### config.mk
export PLATFORM = sky130hd
export DESIGN_NAME = i2c_slave_flat
export DESIGN_NICKNAME = d
export VERILOG_FILES = /design/src/rtl/i2c_slave_if.sv /design/src/rtl/i2c_slave.sv /design/src/flat_wrapper.sv
export SDC_FILE = /design/constraint.sdc
export NUM_CORES = 1
export LEC_CHECK = 0
export ABC_AREA = 1
export CAP_MARGIN = 20
export CORE_MARGIN = 5
export CORE_UTILIZATION = 50
export DETAILED_ROUTE_END_ITERATION = 10
export PLACE_DENSITY_LB_ADDON = 0.08
export SETUP_SLACK_MARGIN = 0.3
export SYNTH_ARGS = -nofsm -noshare
export SYNTH_HDL_FRONTEND = slang
export SYNTH_SLANG_ARGS = --single-unit
### constraint.sdc
create_clock -name clk -period 1.8 [get_ports clk]
set_clock_uncertainty 0.15 [all_clocks]
set_input_delay 0.27 -clock clk [delete_from_list [all_inputs] [get_ports clk]]
set_output_delay 0.27 -clock clk [all_outputs]
set_load 0.05 [all_outputs]
### src/rtl/i2c_slave_if.sv
// Pad and byte-stream signals between the I2C target and its pads/bridge.
// The slave modport is the target's view; master is the pads/bridge view.
interface i2c_slave_if;
  logic       scl_in;
  logic       sda_in;
  logic       sda_oe;
  logic [7:0] write_data;
  logic       write_valid;
  logic       write_ready;
  logic [7:0] read_data;
  logic       read_valid;
  logic       read_ready;
  logic       i2c_read;
  logic       i2c_write;

  modport slave (
    input  scl_in, sda_in, write_ready, read_data, read_valid,
    output sda_oe, write_data, write_valid, read_ready, i2c_read, i2c_write
  );

  modport master (
    output scl_in, sda_in, write_ready, read_data, read_valid,
    input  sda_oe, write_data, write_valid, read_ready, i2c_read, i2c_write
  );
endinterface

### src/rtl/i2c_slave.sv
// Byte-level I2C target: synchronises and filters SCL/SDA, decodes START/STOP,
// matches the address and moves bytes over valid/ready and ready-pulse interfaces.
module i2c_slave #(
  parameter logic [6:0]  ADDRESS    = 7'h42,
  parameter int unsigned FILTER_LEN = 3
) (
  input logic        clk,
  input logic        rst,
  i2c_slave_if.slave bus
);

  typedef enum logic [2:0] {
    StIdle, StAddr, StAddrAck, StWriteByte, StWriteAck, StReadByte, StReadAck
  } state_e;

  localparam logic [3:0] FiltMax = 4'(FILTER_LEN - 1);

  // Index 1 = SCL, index 0 = SDA.
  logic [1:0] raw;
  logic [1:0] sync1_q, sync2_q;
  logic [1:0] filt_q, filt_d, prev_q;
  logic [3:0] cnt_q [2];
  logic [3:0] cnt_d [2];

  assign raw = {bus.scl_in, bus.sda_in};

  always_comb begin
    filt_d = filt_q;
    for (int i = 0; i < 2; i++) begin
      cnt_d[i] = 4'd0;
      if (sync2_q[i] != filt_q[i]) begin
        if (cnt_q[i] == FiltMax) filt_d[i] = sync2_q[i];
        else                     cnt_d[i] = cnt_q[i] + 4'd1;
      end
    end
  end

  always_ff @(posedge clk) begin
    if (rst) begin
      sync1_q <= 2'b11;
      sync2_q <= 2'b11;
      filt_q  <= 2'b11;
      prev_q  <= 2'b11;
      for (int i = 0; i < 2; i++) cnt_q[i] <= 4'd0;
    end else begin
      sync1_q <= raw;
      sync2_q <= sync1_q;
      filt_q  <= filt_d;
      prev_q  <= filt_q;
      for (int i = 0; i < 2; i++) cnt_q[i] <= cnt_d[i];
    end
  end

  logic scl_f, sda_f, scl_rise, scl_fall, start_det, stop_det;
  assign scl_f     = filt_q[1];
  assign sda_f     = filt_q[0];
  assign scl_rise  = filt_q[1] & ~prev_q[1];
  assign scl_fall  = ~filt_q[1] & prev_q[1];
  assign start_det = ~filt_q[0] & prev_q[0] & scl_f;
  assign stop_det  = filt_q[0] & ~prev_q[0] & scl_f;

  state_e     state_q, state_d;
  logic [3:0] bit_cnt_q, bit_cnt_d;
  logic [7:0] shift_q, shift_d;
  logic [7:0] tx_q, tx_d;
  logic       rw_q, rw_d;
  logic       sda_oe_q, sda_oe_d;
  logic [7:0] wdata_q, wdata_d;
  logic       wvalid_q, wvalid_d;
  logic       rready_q, rready_d;
  logic       i2c_read_q, i2c_read_d;
  logic       i2c_write_q, i2c_write_d;
  logic [7:0] next_byte;

  assign next_byte = bus.read_valid ? bus.read_data : 8'hFF;

  always_comb begin
    state_d     = state_q;
    bit_cnt_d   = bit_cnt_q;
    shift_d     = shift_q;
    tx_d        = tx_q;
    rw_d        = rw_q;
    sda_oe_d    = sda_oe_q;
    wdata_d     = wdata_q;
    wvalid_d    = wvalid_q;
    rready_d    = 1'b0;
    i2c_read_d  = 1'b0;
    i2c_write_d = 1'b0;

    if (wvalid_q && bus.write_ready) wvalid_d = 1'b0;

    if (start_det) begin
      state_d   = StAddr;
      bit_cnt_d = 4'd0;
      sda_oe_d  = 1'b0;
    end else if (stop_det) begin
      state_d  = StIdle;
      sda_oe_d = 1'b0;
    end else begin
      case (state_q)
        StIdle: sda_oe_d = 1'b0;
        StAddr: begin
          if (scl_rise && bit_cnt_q != 4'd8) begin
            shift_d   = {shift_q[6:0], sda_f};
            bit_cnt_d = bit_cnt_q + 4'd1;
          end else if (scl_fall && bit_cnt_q == 4'd8) begin
            if (shift_q[7:1] == ADDRESS) begin
              sda_oe_d    = 1'b1;
              rw_d        = shift_q[0];
              i2c_read_d  = shift_q[0];
              i2c_write_d = ~shift_q[0];
              state_d     = StAddrAck;
            end else begin
              state_d = StIdle;
            end
          end
        end
        StAddrAck: begin
          if (scl_fall) begin
            if (rw_q) begin
              // Drive bit 7 now; tx keeps the remaining bits MSB-aligned.
              tx_d      = {next_byte[6:0], 1'b1};
              sda_oe_d  = ~next_byte[7];
              bit_cnt_d = 4'd1;
              rready_d  = 1'b1;
              state_d   = StReadByte;
            end else begin
              sda_oe_d  = 1'b0;
              bit_cnt_d = 4'd0;
              state_d   = StWriteByte;
            end
          end
        end
        StWriteByte: begin
          if (scl_rise && bit_cnt_q != 4'd8) begin
            shift_d   = {shift_q[6:0], sda_f};
            bit_cnt_d = bit_cnt_q + 4'd1;
          end else if (scl_fall && bit_cnt_q == 4'd8) begin
            state_d = StWriteAck;
            if (!wvalid_q) begin
              wdata_d  = shift_q;
              wvalid_d = 1'b1;
              sda_oe_d = 1'b1;
            end else begin
              sda_oe_d = 1'b0;
            end
          end
        end
        StWriteAck: begin
          if (scl_fall) begin
            sda_oe_d  = 1'b0;
            bit_cnt_d = 4'd0;
            state_d   = StWriteByte;
          end
        end
        StReadByte: begin
          if (scl_fall) begin
            if (bit_cnt_q == 4'd8) begin
              sda_oe_d = 1'b0;
              state_d  = StReadAck;
            end else begin
              sda_oe_d  = ~tx_q[7];
              tx_d      = {tx_q[6:0], 1'b1};
              bit_cnt_d = bit_cnt_q + 4'd1;
            end
          end
        end
        StReadAck: begin
          if (scl_rise && sda_f) begin
            state_d = StIdle;
          end else if (scl_fall) begin
            tx_d      = {next_byte[6:0], 1'b1};
            sda_oe_d  = ~next_byte[7];
            bit_cnt_d = 4'd1;
            rready_d  = 1'b1;
            state_d   = StReadByte;
          end
        end
        default: state_d = StIdle;
      endcase
    end
  end

  always_ff @(posedge clk) begin
    if (rst) begin
      state_q     <= StIdle;
      bit_cnt_q   <= 4'd0;
      shift_q     <= 8'h00;
      tx_q        <= 8'hFF;
      rw_q        <= 1'b0;
      sda_oe_q    <= 1'b0;
      wdata_q     <= 8'h00;
      wvalid_q    <= 1'b0;
      rready_q    <= 1'b0;
      i2c_read_q  <= 1'b0;
      i2c_write_q <= 1'b0;
    end else begin
      state_q     <= state_d;
      bit_cnt_q   <= bit_cnt_d;
      shift_q     <= shift_d;
      tx_q        <= tx_d;
      rw_q        <= rw_d;
      sda_oe_q    <= sda_oe_d;
      wdata_q     <= wdata_d;
      wvalid_q    <= wvalid_d;
      rready_q    <= rready_d;
      i2c_read_q  <= i2c_read_d;
      i2c_write_q <= i2c_write_d;
    end
  end

  assign bus.sda_oe      = sda_oe_q;
  assign bus.write_data  = wdata_q;
  assign bus.write_valid = wvalid_q;
  assign bus.read_ready  = rready_q;
  assign bus.i2c_read    = i2c_read_q;
  assign bus.i2c_write   = i2c_write_q;

endmodule
### src/flat_wrapper.sv
// flat-port wrapper written by rule: the top's interface ports become plain ports
module i2c_slave_flat 
#(
  parameter logic [6:0]  ADDRESS    = 7'h42,
  parameter int unsigned FILTER_LEN = 3
)
  (clk, rst, bus_scl_in, bus_sda_in, bus_write_ready, bus_read_data, bus_read_valid, bus_sda_oe, bus_write_data, bus_write_valid, bus_read_ready, bus_i2c_read, bus_i2c_write);
  i2c_slave_if bus_i ();
  input logic clk;
  input logic rst;
  input wire logic [$bits(bus_i.scl_in)-1:0] bus_scl_in;
  input wire logic [$bits(bus_i.sda_in)-1:0] bus_sda_in;
  input wire logic [$bits(bus_i.write_ready)-1:0] bus_write_ready;
  input wire logic [$bits(bus_i.read_data)-1:0] bus_read_data;
  input wire logic [$bits(bus_i.read_valid)-1:0] bus_read_valid;
  output wire logic [$bits(bus_i.sda_oe)-1:0] bus_sda_oe;
  output wire logic [$bits(bus_i.write_data)-1:0] bus_write_data;
  output wire logic [$bits(bus_i.write_valid)-1:0] bus_write_valid;
  output wire logic [$bits(bus_i.read_ready)-1:0] bus_read_ready;
  output wire logic [$bits(bus_i.i2c_read)-1:0] bus_i2c_read;
  output wire logic [$bits(bus_i.i2c_write)-1:0] bus_i2c_write;
  assign bus_i.scl_in = bus_scl_in;
  assign bus_i.sda_in = bus_sda_in;
  assign bus_i.write_ready = bus_write_ready;
  assign bus_i.read_data = bus_read_data;
  assign bus_i.read_valid = bus_read_valid;
  assign bus_sda_oe = bus_i.sda_oe;
  assign bus_write_data = bus_i.write_data;
  assign bus_write_valid = bus_i.write_valid;
  assign bus_read_ready = bus_i.read_ready;
  assign bus_i2c_read = bus_i.i2c_read;
  assign bus_i2c_write = bus_i.i2c_write;
  i2c_slave #(.ADDRESS(ADDRESS), .FILTER_LEN(FILTER_LEN)) u_core (.clk(clk), .rst(rst), .bus(bus_i));
endmodule
==> metrics.md <==
| Metric | Value |
|---|---|
| Outcome | `finished clean` |
| Fmax | `0.6569 GHz` |
| Element type at the critical path end | `flip-flop` |
| Post-synth EDFFs | `0` |
| Setup TNS | `0 ns` |
| TritonRoute pass-1 iters | `4` |
| Worst min path class | `flip-flop to flip-flop` |
| I/O Pins | `27` |
| Port buffer count | `26` |
| Switching share of power | `0.3502` |
| FF+latch count, synth | `52` |
| Ant diodes | `0` |
| Async S/R FF share, synth | `0` |
| Via count | `2,271` |
| CTS Buf Count | `5` |
| Share of cells above drive strength 1 | `0.3404` |
| RSZ-0062 raised after global routing | `true` |
| GRT Total Usage | `0.1839` |
| Seq/Total Area, Yosys | `0.4286` |
| Core Area | `4723 sq um` |
| Lkg Pwr | `1.418 nW` |
| Setup violators final | `0` |
| Max-Cap Viols | `0` |
| Dpl cells | `423` |
| Vias per cell | `5.092` |
| Initial Utilization | `0.5142` |
| Root buffer cell | `clkbuf_8` |
| H-tree levels | `2` |
| Combinational power share | `0.337` |
| Vias in the first global route | `2,250` |
| Synth area leader | `dfxtp_1` |
| Final cycle utilization of the critical path | `0.8457` |
| Initial antenna violation count | `0` |
| Sequential share of power | `0.422` |
| Avg Cell Area, Syn | `7.293 sq um` |
| Worst-Skew Late Latency | `0.30 ns` |
| Antenna-violating nets left | `0` |
| Total die area | `6351 sq um` |
| Distinct cell type count after synthesis | `30` |
| Reg clk slew, reported paths | `0.09 ns` |
| Arr. time, crit path | `1.61 ns` |
| Internal power | `2.137 mW` |
| Remaining DRCs | `0` |
| Post-DP HPWL | `3.676 mm` |
| Rel. slew slack | `0.7513` |
| Die W | `79.70 um` |
| Final Hold Fails | `0` |
| Minimum clock period | `1.522 ns` |
| Synth top area cells | `dfxtp_1 (43%), nor2_1 (8.5%), nand3_1 (8.2%), nand2_1 (7.9%), inv_1 (4.6%)` |
| Maximum VDD drop | `0.0005522 V` |
| Area after DPL | `2750 sq um` |
| Synthesis Warnings | `0` |
| Most common cell in the netlist | `nor2_1` |
| Post-synth top area share | `0.4286` |
| Grt total ovfl | `0` |
| Drt wl/cell | `12.65 um` |
| CTS tree | `yes` |
| Die height | `79.70 um` |
| Sw power | `1.152 mW` |
| Pins Over Slew Limit | `0` |
| Area Growth Syn to Fin | `33.85%` |
| Clk buf depth | `2` |
| Global-route wire length before repair | `9.335 mm` |
| WS Path Type | `flip-flop to flip-flop` |
| Routed wire length | `5.641 mm` |
| Final Non-Filler Cells | `446` |
| # nets final | `398` |
| Final Wtd Congestion | `0.9389` |
| Clock power share | `0.241` |
| Number of cell rows | `25` |
| Iter 0 DRT Violations | `135` |
| Cells after Synth | `333` |
| Endpoint required time on the critical path | `1.89 ns` |
| Startpoint Class | `flip-flop` |
| Sink Count | `52` |
| Hold Slack | `0.2636 ns` |
| Largest net degree at the start of global routing | `18` |
| Syn Nets | `353` |
| Crit path max fanout | `12` |
| Slew @ Worst Pin | `0.3702 ns` |
| P per Cell Area | `1012 nW/um^2` |
| Post-Syn Area | `2429 sq um` |
| Post-layout instance area | `3251 sq um` |
| Primary FF master, synth | `dfxtp_1` |
| Synth cell count leaders | `nor2_1 (55), dfxtp_1 (52), nand2_1 (51), nand3_1 (40), inv_1 (30)` |
[registers in the layout, summed over array words and instances, names as in the netlist, 3 cells and up]
register / flops
u_core.tx_q: 7
u_core.cnt_q: 8
u_core.state_q: 3
u_core.shift_q: 8
u_core.bus.write_data: 8
u_core.bit_cnt_q: 4
[path summary, 6_finish.rpt]
check	depth (start not counted)	from	slack [ns]	to
setup / recovery	7	u_core.state_q[0]	0.28	u_core.shift_q[1]
hold / removal	1	u_core.sync1_q[0]	0.26	u_core.sync2_q[0]
setup reg to reg	7	u_core.state_q[0]	0.28	u_core.shift_q[1]
hold reg to reg	1	u_core.sync1_q[0]	0.26	u_core.sync2_q[0]
[cells in the final DEF, fill, tap and decap left out, drive strengths merged]
cell,Yosys,routed
nor2,60,60
dfxtp,52,52
o211ai,1,1
clkdlybuf4s50,0,13
inv,36,37
nand2,60,60
a21oi,23,23
or2,5,5
nand3b,1,1
buf,6,32
bufinv,0,1
clkinvlp,0,1
nand4,3,3
ha,6,6
a21boi,1,1
nand3,41,41
nor3,7,7
xnor2,2,2
clkbuf,2,6
o21ai,23,23
xor2,4,4
[power by group through the flow]
stage,logic (mW),clock network [mW],registers [mW]
final,1.11,0.793,1.39
after global routing,1.21,0.879,1.40
after CTS,0.918,0.828,1.37
after detailed placement,0.766,0,1.38
after global placement,0.764,0,1.38
after floorplan,0.621,0,1.36
[through the flow]
| step | power, mW | util | setup slack (ns) |
|---|---|---|---|
| floorplan | 1.983 | - | 0.2993 |
| global placement | 2.144 | 0.5823 | 0.05793 |
| detailed placement | 2.145 | 0.5823 | 0.05005 |
| CTS | 3.115 | 0.6442 | 0.2717 |
| global route | 3.490 | 0.6882 | 0.1679 |
| finish | 3.289 | 0.6882 | 0.2778 |
[repair_timing]
item / 4_1_cts / 5_1_grt
pin swaps: 14 / 13
resized for setup: 46 / 42
buffers inserted: 5 / 9
cloned: 1 / 0
setup endpoints to repair: 34 / 33
hold buffers: 0 / 0
[layer usage]
metal	share of wire	global-route usage
met5	0	0
met4	0.017	0.08076
met3	0.046	0.04289
met2	0.49	0.3114
met1	0.45	0.2210
[layout make-up]
cell class	instances	area (sq um)
inverter	36	150.1
sequential	52	1066
multi-input combinational	237	1444
fill	402	1473
clock buffer	6	72.57
timing repair buffer	45	387.9
timing repair inverter	1	7.507
clock inverter	2	38.79
tap	67	83.83
[worst max-delay path: stages, from the launching register on]
cell	delay [ns]
dfxtp_4	0.41
inv_4	0.08
nor2_4	0.13
inv_1	0.11
nor3_4	0.23
buf_12	0.16
o21ai_0	0.08
a21oi_1	0.11
[kinds of logic after synthesis]
kind of cell             count (synthesis)  share of synthesized area
AO/OA/AOI/OAI                           48                     0.1087
XOR/XNOR                                 6                    0.02164
adder cells (fa/ha/maj)                  6                    0.03091
buffers and inverters                   44                    0.07677
flip-flops                              52                     0.4286
AND/OR/NAND/NOR                        177                     0.3333
No activity file was read; power rests on OpenSTA's default activity.
